===== src/rtl/rf_wb_queue.sv =====
// ============================================================================
// Module   : rf_wb_queue
// Brief    : Two-producer write-back queue with round-robin arbitration,
//            in-order drain into a 2R1W register file, and read forwarding.
// Revision : 1.0 - initial release
// ============================================================================
`default_nettype none

module rf_wb_queue #(
    parameter int DATA_W = 32,
    parameter int ADDR_W = 5,
    parameter int DEPTH  = 4
) (
    input  logic                        CLK,
    input  logic                        RST,
    // producer A (ALU)
    input  logic                        A_VALID,
    output logic                        A_READY,
    input  logic [ADDR_W-1:0]           A_ADDR,
    input  logic [DATA_W-1:0]           A_DATA,
    // producer B (load/store unit)
    input  logic                        B_VALID,
    output logic                        B_READY,
    input  logic [ADDR_W-1:0]           B_ADDR,
    input  logic [DATA_W-1:0]           B_DATA,
    // register-file write port
    input  logic                        HOLD,
    output logic                        WE,
    output logic [ADDR_W-1:0]           RW,
    output logic [DATA_W-1:0]           DW,
    // register-file read ports
    input  logic [ADDR_W-1:0]           RA,
    input  logic [ADDR_W-1:0]           RB,
    input  logic [DATA_W-1:0]           DA_RF,
    input  logic [DATA_W-1:0]           DB_RF,
    output logic [DATA_W-1:0]           DA,
    output logic [DATA_W-1:0]           DB,
    output logic [$clog2(DEPTH):0]      COUNT
);

    localparam int c_ptr_w = $clog2(DEPTH);
    localparam int c_cnt_w = c_ptr_w + 1;

    // ------------------------------------------------------------------
    // State
    // ------------------------------------------------------------------
    logic [c_ptr_w-1:0] head_q;
    logic [c_ptr_w-1:0] tail_q;
    logic [c_cnt_w-1:0] count_q;
    logic [c_cnt_w-1:0] count_d;
    logic               last_b_q;
    logic [ADDR_W-1:0]  addr_q [DEPTH];
    logic [DATA_W-1:0]  data_q [DEPTH];

    // ------------------------------------------------------------------
    // Combinational control
    // ------------------------------------------------------------------
    logic               w_empty;
    logic               w_full;
    logic               w_we;
    logic               w_can_enq;
    logic               w_grant_a;
    logic               w_grant_b;
    logic               w_push_a;
    logic               w_push_b;
    logic               w_push;
    logic [ADDR_W-1:0]  w_push_addr;
    logic [DATA_W-1:0]  w_push_data;

    assign w_empty   = (count_q == '0);
    assign w_full    = (count_q == c_cnt_w'(DEPTH));
    // Reset suppresses the drain so no pending entry leaks into the register file.
    assign w_we      = !w_empty && !HOLD && !RST;
    assign w_can_enq = !w_full || w_we;

    // last_b_q=1 means B was granted most recently, so A wins a tie.
    assign w_grant_a = A_VALID && (!B_VALID || last_b_q);
    assign w_grant_b = B_VALID && (!A_VALID || !last_b_q);

    assign A_READY   = w_grant_a && w_can_enq && !RST;
    assign B_READY   = w_grant_b && w_can_enq && !RST;

    assign w_push_a    = A_VALID && A_READY;
    assign w_push_b    = B_VALID && B_READY;
    assign w_push      = w_push_a || w_push_b;
    assign w_push_addr = w_push_a ? A_ADDR : B_ADDR;
    assign w_push_data = w_push_a ? A_DATA : B_DATA;

    always_comb begin
        count_d = count_q;
        if (w_push && !w_we) begin
            count_d = count_q + c_cnt_w'(1);
        end else if (!w_push && w_we) begin
            count_d = count_q - c_cnt_w'(1);
        end
    end

    // ------------------------------------------------------------------
    // Pointers, occupancy and arbitration history
    // ------------------------------------------------------------------
    always_ff @(posedge CLK) begin
        if (RST) begin
            head_q   <= '0;
            tail_q   <= '0;
            count_q  <= '0;
            last_b_q <= 1'b1;
        end else begin
            if (w_we) begin
                head_q <= head_q + c_ptr_w'(1);
            end
            if (w_push) begin
                tail_q   <= tail_q + c_ptr_w'(1);
                last_b_q <= w_push_b;
            end
            count_q <= count_d;
        end
    end

    // ------------------------------------------------------------------
    // Entry storage; contents are qualified by count_q so need no reset
    // ------------------------------------------------------------------
    generate
        for (genvar e = 0; e < DEPTH; e++) begin : g_entry
            always_ff @(posedge CLK) begin
                if (!RST && w_push && (tail_q == c_ptr_w'(e))) begin
                    addr_q[e] <= w_push_addr;
                    data_q[e] <= w_push_data;
                end
            end
        end
    endgenerate

    // ------------------------------------------------------------------
    // Write port and occupancy outputs
    // ------------------------------------------------------------------
    assign WE    = w_we;
    assign RW    = w_empty ? '0 : addr_q[head_q];
    assign DW    = w_empty ? '0 : data_q[head_q];
    assign COUNT = count_q;

    // ------------------------------------------------------------------
    // Read forwarding: scan oldest to youngest so the youngest match wins
    // ------------------------------------------------------------------
    always_comb begin
        DA = DA_RF;
        DB = DB_RF;
        for (int i = 0; i < DEPTH; i++) begin
            if (c_cnt_w'(i) < count_q) begin
                if (addr_q[head_q + c_ptr_w'(i)] == RA) begin
                    DA = data_q[head_q + c_ptr_w'(i)];
                end
                if (addr_q[head_q + c_ptr_w'(i)] == RB) begin
                    DB = data_q[head_q + c_ptr_w'(i)];
                end
            end
        end
    end

endmodule

`default_nettype wire


===== config.mk =====
export PLATFORM = sky130hd
export DESIGN_NAME = rf_wb_queue
export DESIGN_NICKNAME = d
export VERILOG_FILES = /design/src/rtl/rf_wb_queue.sv
export SDC_FILE = /design/constraint.sdc
export NUM_CORES = 1
export LEC_CHECK = 0
export BUFFER_PORTS_ARGS = -buffer_cell sky130_fd_sc_hd__clkbuf_2
export CORE_ASPECT_RATIO = 2
export CORE_MARGIN = 2
export CORE_UTILIZATION = 45
export CTS_CLUSTER_SIZE = 25
export DETAILED_ROUTE_END_ITERATION = 8
export GPL_TIMING_DRIVEN = 1
export PLACE_DENSITY = 0.67
export SLEW_MARGIN = 20
export SYNTH_ARGS = -nofsm -noshare
export SYNTH_HDL_FRONTEND = slang
export SYNTH_SLANG_ARGS = --single-unit

===== constraint.sdc =====
create_clock -name CLK -period 6 [get_ports CLK]
set_input_delay 0.3 -clock CLK [delete_from_list [all_inputs] [get_ports CLK]]
set_output_delay 0.3 -clock CLK [all_outputs]
set_load 0.02 [all_outputs]

==> results by group <==
GRT
  – Vias in the first global route: 12000
  – Initial antenna violation count: 2
  – Largest net degree at the start of global routing: 68
  – Global Route Usage Sum: 0.294
  – First-pass GRT wire length: 66000 µm
  – Total gr overflow: 0

Timing
  – Setup TNS: 0 ns
  – Actual slew at the worst max-slew pin: 1.09 ns
  – Hold Vio Cnt, Final: 0
  – Max Clock Skew: 0.00535 ns
  – Final period util: 0.807
  – Max_slew headroom: 0.275
  – Setup WS post-layout: 1.16 ns
  – Tmin final: 4.84 ns
  – Fmax: 206 MHz
  – Setup violators final: 0
  – RSZ-0062 raised after global routing: false
  – Max Slew Vio Count: 0

Clock tree
  – CTS clk-pin slew, worst paths: 0.06 ns
  – Post-CTS Setup Bufs: 0
  – Hold-fix buffers, CTS: 0
  – H-tree depth: 4
  – CTS Root Cell: clkbuf_16
  – Num CTS Buffers: 17
  – CTS resizes: 0
  – CTS tree: built
  – Num Clock Sinks: 158
  – Longest Clk Path Bufs: 2
  – Clock Latency Late Sink: 0.45 ns

Layout
  – Most frequent cells in the layout: 259 x clkbuf_2, 177 x nand2_1, 148 x edfxtp_1
  – Most common cell after layout, fill and taps aside: clkbuf_2
  – Layout cells sized above 1: 0.313
  – Filler cells: 2588
  – Nets: 1598
  – Synthesis-to-finish area growth: 14.9%
  – Cell area after layout: 14700 µm²

Drt
  – Drt total wl: 43900 µm
  – Post-DRT Antenna Nets: 0
  – Vias: 11800
  – Detailed Routing Iterations Pass 1: 6
  – 1st-iter DRT viols: 1159
  – Drc violations: 0
  – Avg WL per Cell: 24.3 µm
  – Via/cell ratio: 6.52

Yosys
  – Sequential fraction of the synthesis area: 0.363
  – Async SR Flop Fraction: 0
  – Main flop type after synthesis: edfxtp_1
  – Number of synthesized flops with an enable pin: 148
  – #FFs+latches synth: 158
  – Syn_area_per_cell: 10.1 µm²
  – Ys Warns: 0
  – Gate Count Post-Synth: 1274
  – Synth Cell Area: 12800 µm²
  – Net Count, Synth: 1436
  – Cell variety after synth: 44

Hold path
  – HP Class: in -> reg
  – HP Start: RST
  – WHS Path Cells: 2
  – Hold Crit Endpoint: head_q[0]

Worst setup path
  – Worst path arrival time: 4.54 ns
  – WP data required: 5.70 ns
  – Reg-to-Reg End: data_q[2][6]
  – Slack of the worst reg-to-reg path: 2.52 ns
  – Max FO, Critical Path: 67
  – Crit path capture type: output pin
  – Reg2reg start: COUNT[0]
  – Worst r2r path cells: 8
  – Critical path class: reg -> out
  – Startpoint Class: flop

Power
  – Pwr per Cell Area: 336 nW/µm²
  – Maximum VDD drop: 0.438 mV
  – Pleak: 5.17 nW

Die
  – Area of the die: 29900 µm²
  – Initial core utilization: 0.456
  – Placeable Area: 28100 µm²
  – Number of cell rows: 87
  – Num ports: 260
  – DIE WIDTH: 123 µm
  – DIE HEIGHT: 243 µm

Placement
  – GPL Wtd Cong: 0.895
  – Dpl ws: 1.72 ns
  – Placed cell areas: 14100 µm²
  – Dpl hpwl: 29300 µm
  – IO buf count: 259

Status
  – Status: complete, no violations

Job
  – Max-Cap Viols: 0
==> worst max-delay path by stage <==
stage | start | end | slack (ns) | cells past startpoint
detailed placement | head_q[1] | DA[29] | 1.72 | 9
global placement | head_q[1] | DA[30] | 1.72 | 9
CTS | head_q[1] | DA[29] | 1.24 | 9
floorplan | COUNT[0] | addr_q[0][0] | 2.33 | 6
global route | head_q[1] | DA[25] | 0.99 | 9
finish | head_q[1] | DA[29] | 1.16 | 9
==> flip-flops by register name, summed over array words and instances (netlist names), named ones only <==
signal,count
addr_q,20
data_q,128
COUNT,3
tail_q,2
last_b_q,1
head_q,2
==> power breakdown <==
group	switching (mW)	internal, mW	leakage [nW]
clock	0.454	0.618	0.287
combinational	1.51	0.894	3.44
sequential	0.156	1.31	1.44
==> critical path: stages, from the launching register on <==
cell	delay, ns
dfxtp_4	0.77
buf_4	0.66
inv_2	0.07
buf_4	0.39
or3_2	0.94
a21o_1	0.28
buf_4	0.27
a31oi_1	0.21
a221o_1	0.20
clkbuf_2	0.18
==> cell families (layout without fill, tap and decap cells) <==
kind of cell	count (synthesis)	in the layout	synth area share
simple gates	423	423	0.154
compound gates	334	334	0.176
mux	160	160	0.208
flops	158	158	0.363
buf+inv	144	319	0.0582
xor+xnor	46	46	0.0320
fa+ha+maj	9	9	0.00879
other cells	0	2	0
==> final cells by class <==
| type | count | area, µm² | area share |
|---|---|---|---|
| clock inverter | 15 | 160 | 0.0109 |
| antenna | 2 | 5.00 | 0.000340 |
| inverter | 10 | 37.5 | 0.00255 |
| timing repair buffer | 277 | 1450 | 0.0986 |
| tap | 356 | 445 | 0.0303 |
| multi-input combinational | 972 | 7540 | 0.512 |
| clock buffer | 17 | 425 | 0.0289 |
| sequential | 158 | 4660 | 0.316 |
==> cells in the mapped netlist (all sizes together) (37+ instances only) <==
library cell,count,share of area
mux4,82,0.14
edfxtp,148,0.35
nor2,106,0.031
nor2b,45,0.022
a211oi,64,0.038
clkbuf,73,0.021
or3,71,0.035
a221o,64,0.050
o21ai,98,0.038
mux2i,46,0.036
a31oi,66,0.032
nand2,177,0.052
buf,61,0.034
a21oi,37,0.014
==> routing by layer <==
layer	up-vias	track usage	wire, µm
met2	714	0.499	22700
met5	-	0	0
met3	200	0.0559	3420
met4	0	0.200	2890
met1	5644	0.324	14900
li1	5227	-	-
==> metrics by stage <==
| step | power, mW | utilization | std cells | hold WS [ns] |
|---|---|---|---|---|
| after floorplan | 3.12 | - | 1274 | 0.450 |
| final | 4.94 | 0.524 | 1807 | 0.181 |
| after global placement | 3.79 | 0.502 | 1772 | 0.474 |
| after CTS | 4.92 | 0.524 | 1805 | 0.167 |
| after detailed placement | 3.85 | 0.503 | 1773 | 0.478 |
| after global routing | 5.16 | 0.524 | 1807 | 0.197 |
No activity file was read; power rests on OpenSTA's default activity.
